**config.mk**
```make
export PLATFORM = sky130hd
export DESIGN_NAME = keypad_scanner_flat
export DESIGN_NICKNAME = d
export VERILOG_FILES = /design/src/rtl/keypad_scanner_if.sv /design/src/rtl/keypad_scanner.sv /design/src/flat_wrapper.sv
export SDC_FILE = /design/constraint.sdc
export NUM_CORES = 1
export LEC_CHECK = 0
export CAP_MARGIN = 30
export CORE_MARGIN = 2
export CORE_UTILIZATION = 55
export DETAILED_ROUTE_END_ITERATION = 16
export PLACE_DENSITY_LB_ADDON = 0.1
export SLEW_MARGIN = 20
export SYNTH_ARGS = -nofsm -noshare
export SYNTH_HDL_FRONTEND = slang
export SYNTH_SLANG_ARGS = --single-unit
```
**constraint.sdc**
```tcl
create_clock -name clk -period 3.5 [get_ports clk]
set_input_delay 0.7 -clock clk [delete_from_list [all_inputs] [get_ports clk]]
set_output_delay 0.7 -clock clk [all_outputs]
set_load 0.01 [all_outputs]
```
**src/rtl/keypad_scanner_if.sv**
```systemverilog
// keypad_scanner_if: key-event handshake and status between the keypad scanner
// (master) and the guess-entry logic (slave).
interface keypad_scanner_if;
  logic [3:0] key_code;
  logic       key_valid;
  logic       key_ready;
  logic       key_held;
  logic       overflow;

  modport master (output key_code, key_valid, key_held, overflow, input key_ready);
  modport slave  (input key_code, key_valid, key_held, overflow, output key_ready);
endinterface

```
**src/rtl/keypad_scanner.sv**
```systemverilog
// keypad_scanner: strobes the 4x4 Pmod keypad columns, debounces whole scan frames
// and emits one key code per press. Define KEYPAD_REPEAT_EN for held-key auto-repeat.
module keypad_scanner #(
  parameter int unsigned SCAN_DIV      = 100000,
  parameter int unsigned DEBOUNCE      = 4,
  parameter int unsigned REPEAT_FRAMES = 125
) (
  input  logic             clk,
  input  logic             rst_n,
  output logic [3:0]       col,
  input  logic [3:0]       row,
  keypad_scanner_if.master kp
);

  localparam int unsigned       DIV_W    = $clog2(SCAN_DIV);
  localparam logic [DIV_W-1:0]  DIV_LAST = DIV_W'(SCAN_DIV - 1);
  localparam logic [3:0]        DEB_LAST = 4'(DEBOUNCE - 1);
  // Nibble {col_idx, row_bit} holds the key code at that matrix position.
  localparam logic [63:0]       KEY_MAP  = 64'hDCBA_E963_F852_0741;

  if (SCAN_DIV < 4 || DEBOUNCE < 1 || DEBOUNCE > 15 || REPEAT_FRAMES < 1) begin : g_bad_param
    $error("keypad_scanner: parameter out of range");
  end

  typedef enum logic [1:0] {S_IDLE, S_CAND, S_PRESSED, S_REL} state_e;
  typedef enum logic [1:0] {F_NONE, F_SINGLE, F_MULTI} frame_e;

  logic [DIV_W-1:0] div_q, div_d;
  logic [1:0]       idx_q, idx_d;
  logic [3:0]       row_s1_q, row_s1_d, row_s2_q, row_s2_d;
  frame_e           acc_q, acc_d;
  logic [3:0]       acc_code_q, acc_code_d;
  state_e           state_q, state_d;
  logic [3:0]       cnt_q, cnt_d;
  logic [3:0]       code_q, code_d;
  logic             emit_q, emit_d;
  logic [3:0]       emit_code_q, emit_code_d;
  logic [3:0]       key_code_q, key_code_d;
  logic             key_valid_q, key_valid_d;
  logic             overflow_q, overflow_d;

  logic [2:0] hits;
  logic [1:0] hit_row;
  logic [3:0] col_code;
  frame_e     frame_res;
  logic [3:0] frame_code;
  logic       sample, frame_end, single, same, press_emit, rep_fire, accept;

  // Scan timing, row synchroniser and per-frame key accumulation.
  always_comb begin
    div_d      = div_q;
    idx_d      = idx_q;
    row_s1_d   = row;
    row_s2_d   = row_s1_q;
    acc_d      = acc_q;
    acc_code_d = acc_code_q;
    hits       = '0;
    hit_row    = '0;
    for (int unsigned i = 0; i < 4; i++) begin
      if (!row_s2_q[i]) begin
        hits    = hits + 3'd1;
        hit_row = 2'(i);
      end
    end
    col_code   = KEY_MAP[{idx_q, hit_row, 2'b00} +: 4];
    frame_res  = acc_q;
    frame_code = acc_code_q;
    if (hits > 3'd1) begin
      frame_res = F_MULTI;
    end else if (hits == 3'd1) begin
      if (acc_q == F_NONE) begin
        frame_res  = F_SINGLE;
        frame_code = col_code;
      end else begin
        frame_res = F_MULTI;
      end
    end
    sample    = (div_q == DIV_LAST);
    frame_end = sample && (idx_q == 2'd3);
    if (sample) begin
      div_d      = '0;
      idx_d      = idx_q + 2'd1;
      acc_d      = frame_end ? F_NONE : frame_res;
      acc_code_d = frame_code;
    end else begin
      div_d = div_q + DIV_W'(1);
    end
  end

  assign single = (frame_res == F_SINGLE);
  assign same   = single && (frame_code == code_q);

  // Debounce FSM, advanced only on frame ends; multi-key frames count as no key.
  always_comb begin
    state_d    = state_q;
    cnt_d      = cnt_q;
    code_d     = code_q;
    press_emit = 1'b0;
    if (frame_end) begin
      unique case (state_q)
        S_IDLE: begin
          if (single) begin
            code_d = frame_code;
            cnt_d  = 4'd1;
            if (DEB_LAST == 4'd0) begin
              state_d    = S_PRESSED;
              press_emit = 1'b1;
            end else begin
              state_d = S_CAND;
            end
          end
        end
        S_CAND: begin
          if (!single) begin
            state_d = S_IDLE;
          end else if (!same) begin
            code_d = frame_code;
            cnt_d  = 4'd1;
          end else if (cnt_q >= DEB_LAST) begin
            state_d    = S_PRESSED;
            press_emit = 1'b1;
          end else begin
            cnt_d = cnt_q + 4'd1;
          end
        end
        S_PRESSED: begin
          if (!single) begin
            cnt_d   = 4'd1;
            state_d = (DEB_LAST == 4'd0) ? S_IDLE : S_REL;
          end
        end
        S_REL: begin
          if (!single) begin
            if (cnt_q >= DEB_LAST) state_d = S_IDLE;
            else                   cnt_d   = cnt_q + 4'd1;
          end else if (same) begin
            state_d = S_PRESSED;
          end
        end
        default: state_d = S_IDLE;
      endcase
    end
  end

`ifdef KEYPAD_REPEAT_EN
  localparam int unsigned      REP_W    = $clog2(REPEAT_FRAMES + 1);
  localparam logic [REP_W-1:0] REP_LAST = REP_W'(REPEAT_FRAMES - 1);
  logic [REP_W-1:0] rep_q, rep_d;

  // Leaving PRESSED only happens on a keyless frame, so clearing there covers it.
  always_comb begin
    rep_d    = rep_q;
    rep_fire = 1'b0;
    if (state_q != S_PRESSED) begin
      rep_d = '0;
    end else if (frame_end) begin
      if (!single) begin
        rep_d = '0;
      end else if (same) begin
        if (rep_q == REP_LAST) begin
          rep_fire = 1'b1;
          rep_d    = '0;
        end else begin
          rep_d = rep_q + REP_W'(1);
        end
      end
    end
  end

  always_ff @(posedge clk or negedge rst_n) begin
    if (!rst_n) rep_q <= '0;
    else        rep_q <= rep_d;
  end
`else
  assign rep_fire = 1'b0;
`endif

  // Press and repeat emissions never coincide; both carry the current frame code.
  always_comb begin
    emit_d      = press_emit || rep_fire;
    emit_code_d = frame_code;
  end

  always_comb begin
    accept      = key_valid_q && kp.key_ready;
    key_code_d  = key_code_q;
    key_valid_d = key_valid_q;
    overflow_d  = overflow_q;
    if (emit_q) begin
      if (!key_valid_q || accept) begin
        key_code_d  = emit_code_q;
        key_valid_d = 1'b1;
      end else begin
        overflow_d = 1'b1;
      end
    end else if (accept) begin
      key_valid_d = 1'b0;
    end
  end

  always_ff @(posedge clk or negedge rst_n) begin
    if (!rst_n) begin
      div_q       <= '0;
      idx_q       <= '0;
      row_s1_q    <= '1;
      row_s2_q    <= '1;
      acc_q       <= F_NONE;
      acc_code_q  <= '0;
      state_q     <= S_IDLE;
      cnt_q       <= '0;
      code_q      <= '0;
      emit_q      <= 1'b0;
      emit_code_q <= '0;
      key_code_q  <= '0;
      key_valid_q <= 1'b0;
      overflow_q  <= 1'b0;
    end else begin
      div_q       <= div_d;
      idx_q       <= idx_d;
      row_s1_q    <= row_s1_d;
      row_s2_q    <= row_s2_d;
      acc_q       <= acc_d;
      acc_code_q  <= acc_code_d;
      state_q     <= state_d;
      cnt_q       <= cnt_d;
      code_q      <= code_d;
      emit_q      <= emit_d;
      emit_code_q <= emit_code_d;
      key_code_q  <= key_code_d;
      key_valid_q <= key_valid_d;
      overflow_q  <= overflow_d;
    end
  end

  assign col          = ~(4'b0001 << idx_q);
  assign kp.key_code  = key_code_q;
  assign kp.key_valid = key_valid_q;
  assign kp.key_held  = (state_q == S_PRESSED) || (state_q == S_REL);
  assign kp.overflow  = overflow_q;

endmodule

```
**src/flat_wrapper.sv**
```systemverilog
// flat-port wrapper written by rule: the top's interface ports become plain ports
module keypad_scanner_flat 
#(
  parameter int unsigned SCAN_DIV      = 100000,
  parameter int unsigned DEBOUNCE      = 4,
  parameter int unsigned REPEAT_FRAMES = 125
)
  (clk, rst_n, col, row, kp_key_code, kp_key_valid, kp_key_held, kp_overflow, kp_key_ready);
  keypad_scanner_if kp_i ();
  input  logic clk;
  input  logic rst_n;
  output logic [3:0] col;
  input  logic [3:0] row;
  output wire logic [$bits(kp_i.key_code)-1:0] kp_key_code;
  output wire logic [$bits(kp_i.key_valid)-1:0] kp_key_valid;
  output wire logic [$bits(kp_i.key_held)-1:0] kp_key_held;
  output wire logic [$bits(kp_i.overflow)-1:0] kp_overflow;
  input wire logic [$bits(kp_i.key_ready)-1:0] kp_key_ready;
  assign kp_key_code = kp_i.key_code;
  assign kp_key_valid = kp_i.key_valid;
  assign kp_key_held = kp_i.key_held;
  assign kp_overflow = kp_i.overflow;
  assign kp_i.key_ready = kp_key_ready;
  keypad_scanner #(.SCAN_DIV(SCAN_DIV), .DEBOUNCE(DEBOUNCE), .REPEAT_FRAMES(REPEAT_FRAMES)) u_core (.clk(clk), .rst_n(rst_n), .col(col), .row(row), .kp(kp_i));
endmodule
```
After elaboration in Yosys (flattened, before gate mapping):

Index checks and enable logic that the tools add are counted.

* register bits after elaboration: 54
* input bits: 7
* output and inout port bits: 11
* logic and storage cells: 103

* add/subtract/negate cells: 6
* magnitude comparators: 2
* eq/ne operators: 18
* shift-type cells: 2
* muxes and demuxes: 43
* bitwise gates (word level): 2
* reduce and logical (&&, ||, !) cells: 16

Operators with widths (count)
* variable part select 64 x 7 -> 4 bit (first input constant): 1
* 2-to-1 mux 4 bit: 12
* 2-to-1 mux 2 bit: 14
* adder 17 x 1 -> 17 bit (second input constant): 1
* equality test 17 bit (second input constant): 1
* 2-to-1 mux 17 bit: 1
* case mux 4 bit (4 select lines): 1
* 2-to-1 mux 1 bit: 10
* AND reduction 5 bit: 2
* 2-to-1 mux 3 bit: 3
* != test 3 bit (second input constant): 3
* != test 2 bit (second input constant): 4
* case mux 2 bit (4 select lines): 1
* case mux 4 bit (2 select lines): 1
* AND reduction 7 bit: 1
* adder 3 x 1 -> 3 bit (second input constant): 2
* equality test 2 bit (second input constant): 3
* AND reduction 2 bit: 3
* adder 4 x 1 -> 4 bit (second input constant): 1
* equality test 2 x 1 -> 1 bit (second input constant): 2
* equality test 4 bit: 1
* >= comparator 4 x 2 -> 1 bit (second input constant): 1
* logical NOT 2 bit: 2
* != test 2 x 1 -> 1 bit (second input constant): 2
* 12 further kinds: 16

Longest topological paths before layout:

Gate-level depths: netlist (run 1).

* depth after elaboration: 16
* mapped depth: 13
* gate-level depth less buffers: 12

Worst setup path before layout (run 1):

No wires, ideal clock.

* kind: reg-to-reg
* from: register u_core.row_s2_q[1]
* to: register u_core.code_q[1]
* library setup time: 0.125 ns
* data arrival time: 2.746 ns
* required time: 3.375 ns
* path slack: 0.629 ns
* stages on the path, launching flop included: 10
* path buffers: 0
* period minus slack after synthesis: 2.871 ns
* cells stage by stage: dfstp_2 inv_1 ha_1 xnor2_1 ha_1 or4_4 a31oi_4 nand4b_2 a31oi_4 mux2_4

* cells in the longest elaborated chain, start to end: 12
* elaborated cells between the ends (all ways): 27
* classes of those cells: add/sub: 2; order compare: 1; eq/ne: 6; shift: 1; mux: 15; reduce/logical: 2

RTL lines
* start, declared: line keypad_scanner.sv:30 `logic [3:0] row_s1_q, row_s1_d, row_s2_q, row_s2_d;`
* start signal, assigned: line keypad_scanner.sv:221 `row_s2_q <= row_s2_d;`
* parallel branches: the longest is 12 deep, another holds adder 3 x 1 -> 3 bit
* end signal, assigned: line keypad_scanner.sv:226 `code_q <= code_d;`
* end, declared: line keypad_scanner.sv:35 `logic [3:0] code_q, code_d;`

Several ways; the timed one is not identified. The select of a mux whose other input is x is not followed.
A chain may end at the register's enable or synchronous reset.

Worst setup path after layout (run 1):

* from: register u_core.row_s2_q[1]
* to: register u_core.code_q[0]

The elaborated chain is that of the path after synthesis.

==> results of run 1 <==
==> final timing paths <==
| check | endpoint | slack, ns |
|---|---|---|
| max reg2reg | u_core.code_q[0] | 0.45 |
| min | u_core.row_s2_q[1] | 0.36 |
| min reg2reg | u_core.row_s2_q[1] | 0.36 |
| min in group asynchronous | u_core.div_q[14] | 0.40 |
| max in group asynchronous | u_core.row_s2_q[0] | 2.47 |
| max | u_core.code_q[0] | 0.45 |
==> power breakdown <==
part           internal (mW)  switching [mW]
Combinational         0.0471          0.0659
Sequential             0.637         0.00636
Clock                  0.149           0.225
Total                  0.832           0.298
==> Yosys cell counts, types with 5 or more instances <==
cell	n	area share (%)
nor3_1	5	0.89
ha_1	9	4.0
nand3_1	7	1.2
a21oi_1	9	1.6
o21ai_0	6	1.1
inv_1	15	2.0
clkbuf_1	6	0.80
nand2_1	21	2.8
and2_1	6	1.3
xor2_1	11	3.4
xnor2_1	16	5.0
nor2_1	17	2.3
dfrtp_1	46	41
mux2_2	10	4.0
dfstp_2	8	7.5
==> flip-flops by register name, summed over array words and instances, names as in the netlist, named ones only <==
register and count:
u_core.emit_code_q 4, u_core.acc_code_q 4, u_core.idx_q 2, u_core.row_s1_q 4, u_core.kp.key_valid 1, u_core.div_q 17, u_core.kp.key_code 4, u_core.emit_q 1
u_core.row_s2_q 4, u_core.state_q 1, u_core.code_q 4, u_core.acc_q 2, u_core.kp.overflow 1, u_core.cnt_q 4
==> cells by family (layout without fill, tap and decap cells) <==
| logic type | count (synthesis) | after routing | share of synthesized area (%) |
|---|---|---|---|
| AND/OR/NAND/NOR | 86 | 86 | 17.3 |
| flip-flops | 54 | 54 | 48.3 |
| buffers and inverters | 26 | 43 | 4.09 |
| XOR/XNOR | 29 | 29 | 10.0 |
| multiplexers | 15 | 15 | 6.31 |
| AO/OA/AOI/OAI | 36 | 36 | 9.91 |
| adder cells (fa/ha/maj) | 9 | 9 | 4.00 |
==> layout make-up <==
type                       instances  area share, %
clock buffer                       5           2.18
clock inverter                     3          0.913
inverter                          15           1.79
multi-input combinational        175           42.5
sequential                        54           43.2
tap                               70           2.78
timing repair buffer              20           6.59
==> per-layer routing <==
layer,vias to the layer above,part of all wire (%)
li1,910,-
met1,891,47
met2,40,48
met3,7,2.7
met4,0,2.0
met5,-,0
==> results.json, run 1 <==
{
  "outcome": "finished clean",
  "cts_buffer_depth": 2,
  "hold_buffers": 0,
  "grt_max_degree": 30,
  "die_x_microns": 75.6,
  "cts_buffers": 5,
  "ir_drop_v": 0.000199,
  "synthArstFlopShare_pct": 100,
  "arrival_ns": 3.27,
  "initial_core_util_pct": 56.2,
  "gp_congestion": 0.759,
  "path_class": "register to register",
  "use_met2_pct": 31.8,
  "dp_cells": 334,
  "core-area_sq_um": 5010,
  "dp_worst_setup_slack_ns": 0.443,
  "p_leak_nw": 1.43,
  "drtIter0Drc": 116,
  "tns_ns": 0,
  "die_y_microns": 75.6,
  "critPathSlowestCell": "dfstp_2",
  "drive_gt1_share_pct": 16.5,
  "reg2regPathDepth": 9,
  "placed_cell_area_sq_um": 3050,
  "final-instance-count-excl-fill": 342,
  "finalWorstSetupSlack_ns": 0.454,
  "r2r_start": "u_core.row_s2_q[1]",
  "postLayoutCellArea_sq_um": 3150,
  "io_buffer_count": 17,
  "vias": 1848,
  "finalPower_mw": 1.13,
  "regArea_sq_um": 1360,
  "rows": 26,
  "use_met1_pct": 25.8,
  "synth_ff_type": "dfrtp_1",
  "hp-start": "u_core.row_s1_q[1]",
  "finalHoldViolCount": 0,
  "first_pass_iters": 4,
  "rsz0062_at_grt": "no",
  "synth_edf_count": 0,
  "cts_tree": "done",
  "clock_skew_ns": 0.0141,
  "ctsResizeCount": 0,
  "ant_nets": 0,
  "ys_ff_latch": 54,
  "cpLargestDelayFamily": "simple AND/OR/NAND/NOR gates",
  "gr-usage-all-layers_pct": 19.4,
  "fillCellCount": 442,
  "clkTransAtPathRegs_ns": 0.10,
  "slew_headroom_pct": 54.0,
  "dieArea_sq_um": 5710,
  "p_per_area_nw_per_um2": 359,
  "multiInputGateArea_sq_um": 1340,
  "top_level_ports": 18,
  "h-tree-depth": 2,
  "postCtsSetupRepairBufs": 0,
  "maxSlewViolCount": 0,
  "antenna_found_initial": 0,
  "root_buffer": "clkbuf_8",
  "routedWlPerCell_microns": 14.3,
  "end_kind": "register",
  "worstPathRequired_ns": 3.72,
  "cp_num_cells": 9,
  "fmax_ghz": 0.328,
  "worstMarginPinSlew_ns": 0.690,
  "synth.avg_cell_area_sq_um": 11.0,
  "yosysSeqAreaShare_pct": 48.3,
  "critical_path.max_stage_delay_ns": 0.56,
  "grt_pass1_vias": 1803,
  "met3_usage_pct": 2.78,
  "grt.busiest_layer": "met2",
  "holdPathStages": 0,
  "drv_cap": 0,
  "insertion_delay_ns": 0.33,
  "crit_buf_inv": 1,
  "dp_hpwl_microns": 3590,
  "drc_errors": 0,
  "fin_crit_ns": 3.05,
  "via_per_inst": 5.40,
  "synth_cells": 255,
  "wirelength_microns": 4870,
  "fin_util_pct": 62.9,
  "syn-cell-area_sq_um": 2820,
  "crit_start": "u_core.row_s2_q[1]",
  "synth_nets": 271,
  "final_cell_mix": "46 x dfrtp_1, 21 x nand2_1, 17 x nor2_1",
  "grt_pass1_wl_microns": 8200,
  "grt_overflow": 0,
  "setup_viol": 0,
  "hold_class": "register to register",
  "yosysWarningCount": 0,
  "area_growth_pct": 11.9,
  "min_period_over_period_pct": 87.0,
  "antennaDiodeCount": 0,
  "final_common_cell": "dfrtp_1",
  "path_cells": "inv_1 > ha_1 > xnor2_1 > ha_1 > or4_4 > a31oi_4 > nand4b_2 > a31oi_4 > mux2_4",
  "cp_max_fo": 7,
  "layout.nets": 287,
  "start_kind": "register",
  "cts.sinks": 54,
  "holdWs_ns": 0.361,
  "synth.distinct_cells": 56
}
No activity file was read; power rests on OpenSTA's default activity.
==> run 2: changes to the inputs <==
Settings changed: CORE_UTILIZATION 55 to 53, CTS_CLUSTER_SIZE from default to 30.
Clock period 3.5 ns to 2.53 ns, I/O delays scaled along.
==> run 2 against run 1 <==
Effect of this change: the flow now finishes with violations (setup timing); fmax grew 8.2%; clock power is 36% higher; critical path type unchanged; clock skew shrank 0.0072 ns; total power up 49%; worst setup slack worse by 0.74 ns; sequential cell count did not move; largest cell class is now multi-input combinational cells; cell area is 13% higher; cell count increased by 7.9%; via count rose by 4.9%.
==> results.json, run 2 (synthesis gave the netlist of run 1 again) <==
{
  "die_x_microns": 76.9,
  "grt_pass1_vias": 1844,
  "dp_hpwl_microns": 3580,
  "maxSlewViolCount": 0,
  "fillCellCount": 374,
  "finalPower_mw": 1.68,
  "postLayoutCellArea_sq_um": 3560,
  "gp_congestion": 0.851,
  "insertion_delay_ns": 0.30,
  "start_kind": "register",
  "r2r_setup_slack_ns": -0.29,
  "largest_register": "u_core.div_q",
  "path_class": "register to register",
  "area_growth_pct": 26.3,
  "layout.nets": 314,
  "hold_buffers": 0,
  "die_y_microns": 76.9,
  "p_per_area_nw_per_um2": 472,
  "routedWlPerCell_microns": 14.0,
  "antennaDiodeCount": 0,
  "end_kind": "register",
  "finalWorstSetupSlack_ns": -0.285,
  "io_buffer_count": 17,
  "hold_class": "input pin to asynchronous set/reset pin",
  "h-tree-depth": 2,
  "cts_buffers": 5,
  "finalHoldViolCount": 0,
  "p_leak_nw": 1.62,
  "grt_overflow": 0,
  "initial_core_util_pct": 55.1,
  "drive_gt1_share_pct": 30.4,
  "outcome": "finished with violations",
  "placed_cell_area_sq_um": 3200,
  "arrival_ns": 3.01,
  "gr-usage-all-layers_pct": 18.3,
  "final_cell_mix": "46 x dfrtp_1, 23 x buf_4, 21 x nand2_1",
  "critical_path.max_stage_delay_ns": 0.56,
  "drtIter0Drc": 97,
  "setup_viol": 14,
  "grt_max_degree": 40,
  "largest_register_ffs": 17,
  "root_buffer": "clkbuf_8",
  "wirelength_microns": 5170,
  "vias": 1939,
  "clock_skew_ns": 0.00685,
  "worstMarginPinSlew_ns": 0.440,
  "grt_pass1_wl_microns": 8780,
  "fin_crit_ns": 2.82,
  "reg2regPathDepth": 9,
  "top_level_ports": 18,
  "worstPathRequired_ns": 2.72,
  "critPathSlowestCell": "dfstp_2",
  "final-instance-count-excl-fill": 369,
  "slew_headroom_pct": 70.6,
  "rows": 26,
  "ir_drop_v": 0.000244,
  "clkTransAtPathRegs_ns": 0.10,
  "drc_errors": 0,
  "antenna_found_initial": 0,
  "path_cells": "inv_2 > ha_4 > xnor2_4 > ha_4 > or4_4 > a31oi_4 > nand4b_4 > a31oi_4 > mux2_4",
  "rsz0062_at_grt": "yes",
  "cp_max_fo": 3,
  "cts_tree": "done",
  "ant_nets": 0,
  "dp_cells": 352,
  "fmax_ghz": 0.355,
  "drv_cap": 0,
  "final_common_cell": "dfrtp_1",
  "core-area_sq_um": 5110,
  "via_per_inst": 5.25,
  "failed_checks": "setup timing",
  "dieArea_sq_um": 5910,
  "first_pass_iters": 4,
  "holdWs_ns": 0.121,
  "cts.sinks": 54,
  "cts_buffer_depth": 2,
  "min_period_over_period_pct": 111
}
==> run 2: changes by cell type in the layout (fill, tap and decap cells not counted), moves of 3 or more <==
cell | previous run | this run
buf_4 | 2 | 23
buf_6 | 0 | 5
mux2_2 | 10 | 5
mux2_4 | 3 | 8
nor2_1 | 17 | 14
==> run 2: layout make-up <==
class                      instances  area [sq um]  share of cell area, %
sequential                        54          1360                   38.3
timing repair buffer              47           442                   12.4
clock buffer                       6          82.6                   2.32
tap                               70          87.6                   2.46
multi-input combinational        175          1510                   42.5
inverter                          15          56.3                   1.58
clock inverter                     2          16.3                  0.457
==> run 2: final timing paths <==
path	start	end
worst max-delay path	u_core.row_s2_q[1]	u_core.code_q[0]
worst min-delay path	rst_n	u_core.kp.key_code[2]
worst max register to register	u_core.row_s2_q[1]	u_core.code_q[0]
worst min register to register	u_core.row_s1_q[3]	u_core.row_s2_q[3]
max in group asynchronous	rst_n	u_core.cnt_q[3]
min in group clk	u_core.row_s1_q[3]	u_core.row_s2_q[3]
==> run 2: through the flow <==
step           setup slack, ns  TNS (ns)  util [%]
6_report                -0.285     -2.61      69.7
5_1_grt                 -0.368     -4.16      69.7
4_1_cts                 -0.292     -2.22      66.1
3_5_place_dp            -0.361     -3.46      62.6
3_3_place_gp            -0.306     -2.82      62.6
2_1_floorplan           -0.281     -1.55         -
==> run 2: per-layer routing <==
metal | share of wire (%) | global-route usage, % | vias to the layer above
li1 | - | - | 959
met2 | 49 | 30.4 | 27
met1 | 47 | 24.2 | 942
met3 | 3.0 | 4.00 | 11
met5 | 0 | 0 | -
met4 | 1.3 | 5.64 | 0
==> run 2: power breakdown <==
group / switching [mW] / internal, mW
clock network: 0.281 / 0.226
registers: 0.00667 / 0.881
logic: 0.133 / 0.154
total: 0.421 / 1.26
==> run 2: critical path: cells and delay by family, from the launching register on <==
kind / cells / cell delay, ns
xor gates and xnor gates: 1 / 0.12
DFF: 1 / 0.56
and+or+nand+nor: 2 / 0.66
AOI/OAI and AO/OA: 2 / 0.46
muxes: 1 / 0.33
adders and majority gates: 2 / 0.51
buffers and inverters: 1 / 0.05
==> run 2: timing repair <==
action / CTS / global route
pin swaps: 4 / 0
resized for setup: 14 / 24
buffers inserted: 4 / 4
setup endpoints to repair: 16 / 20
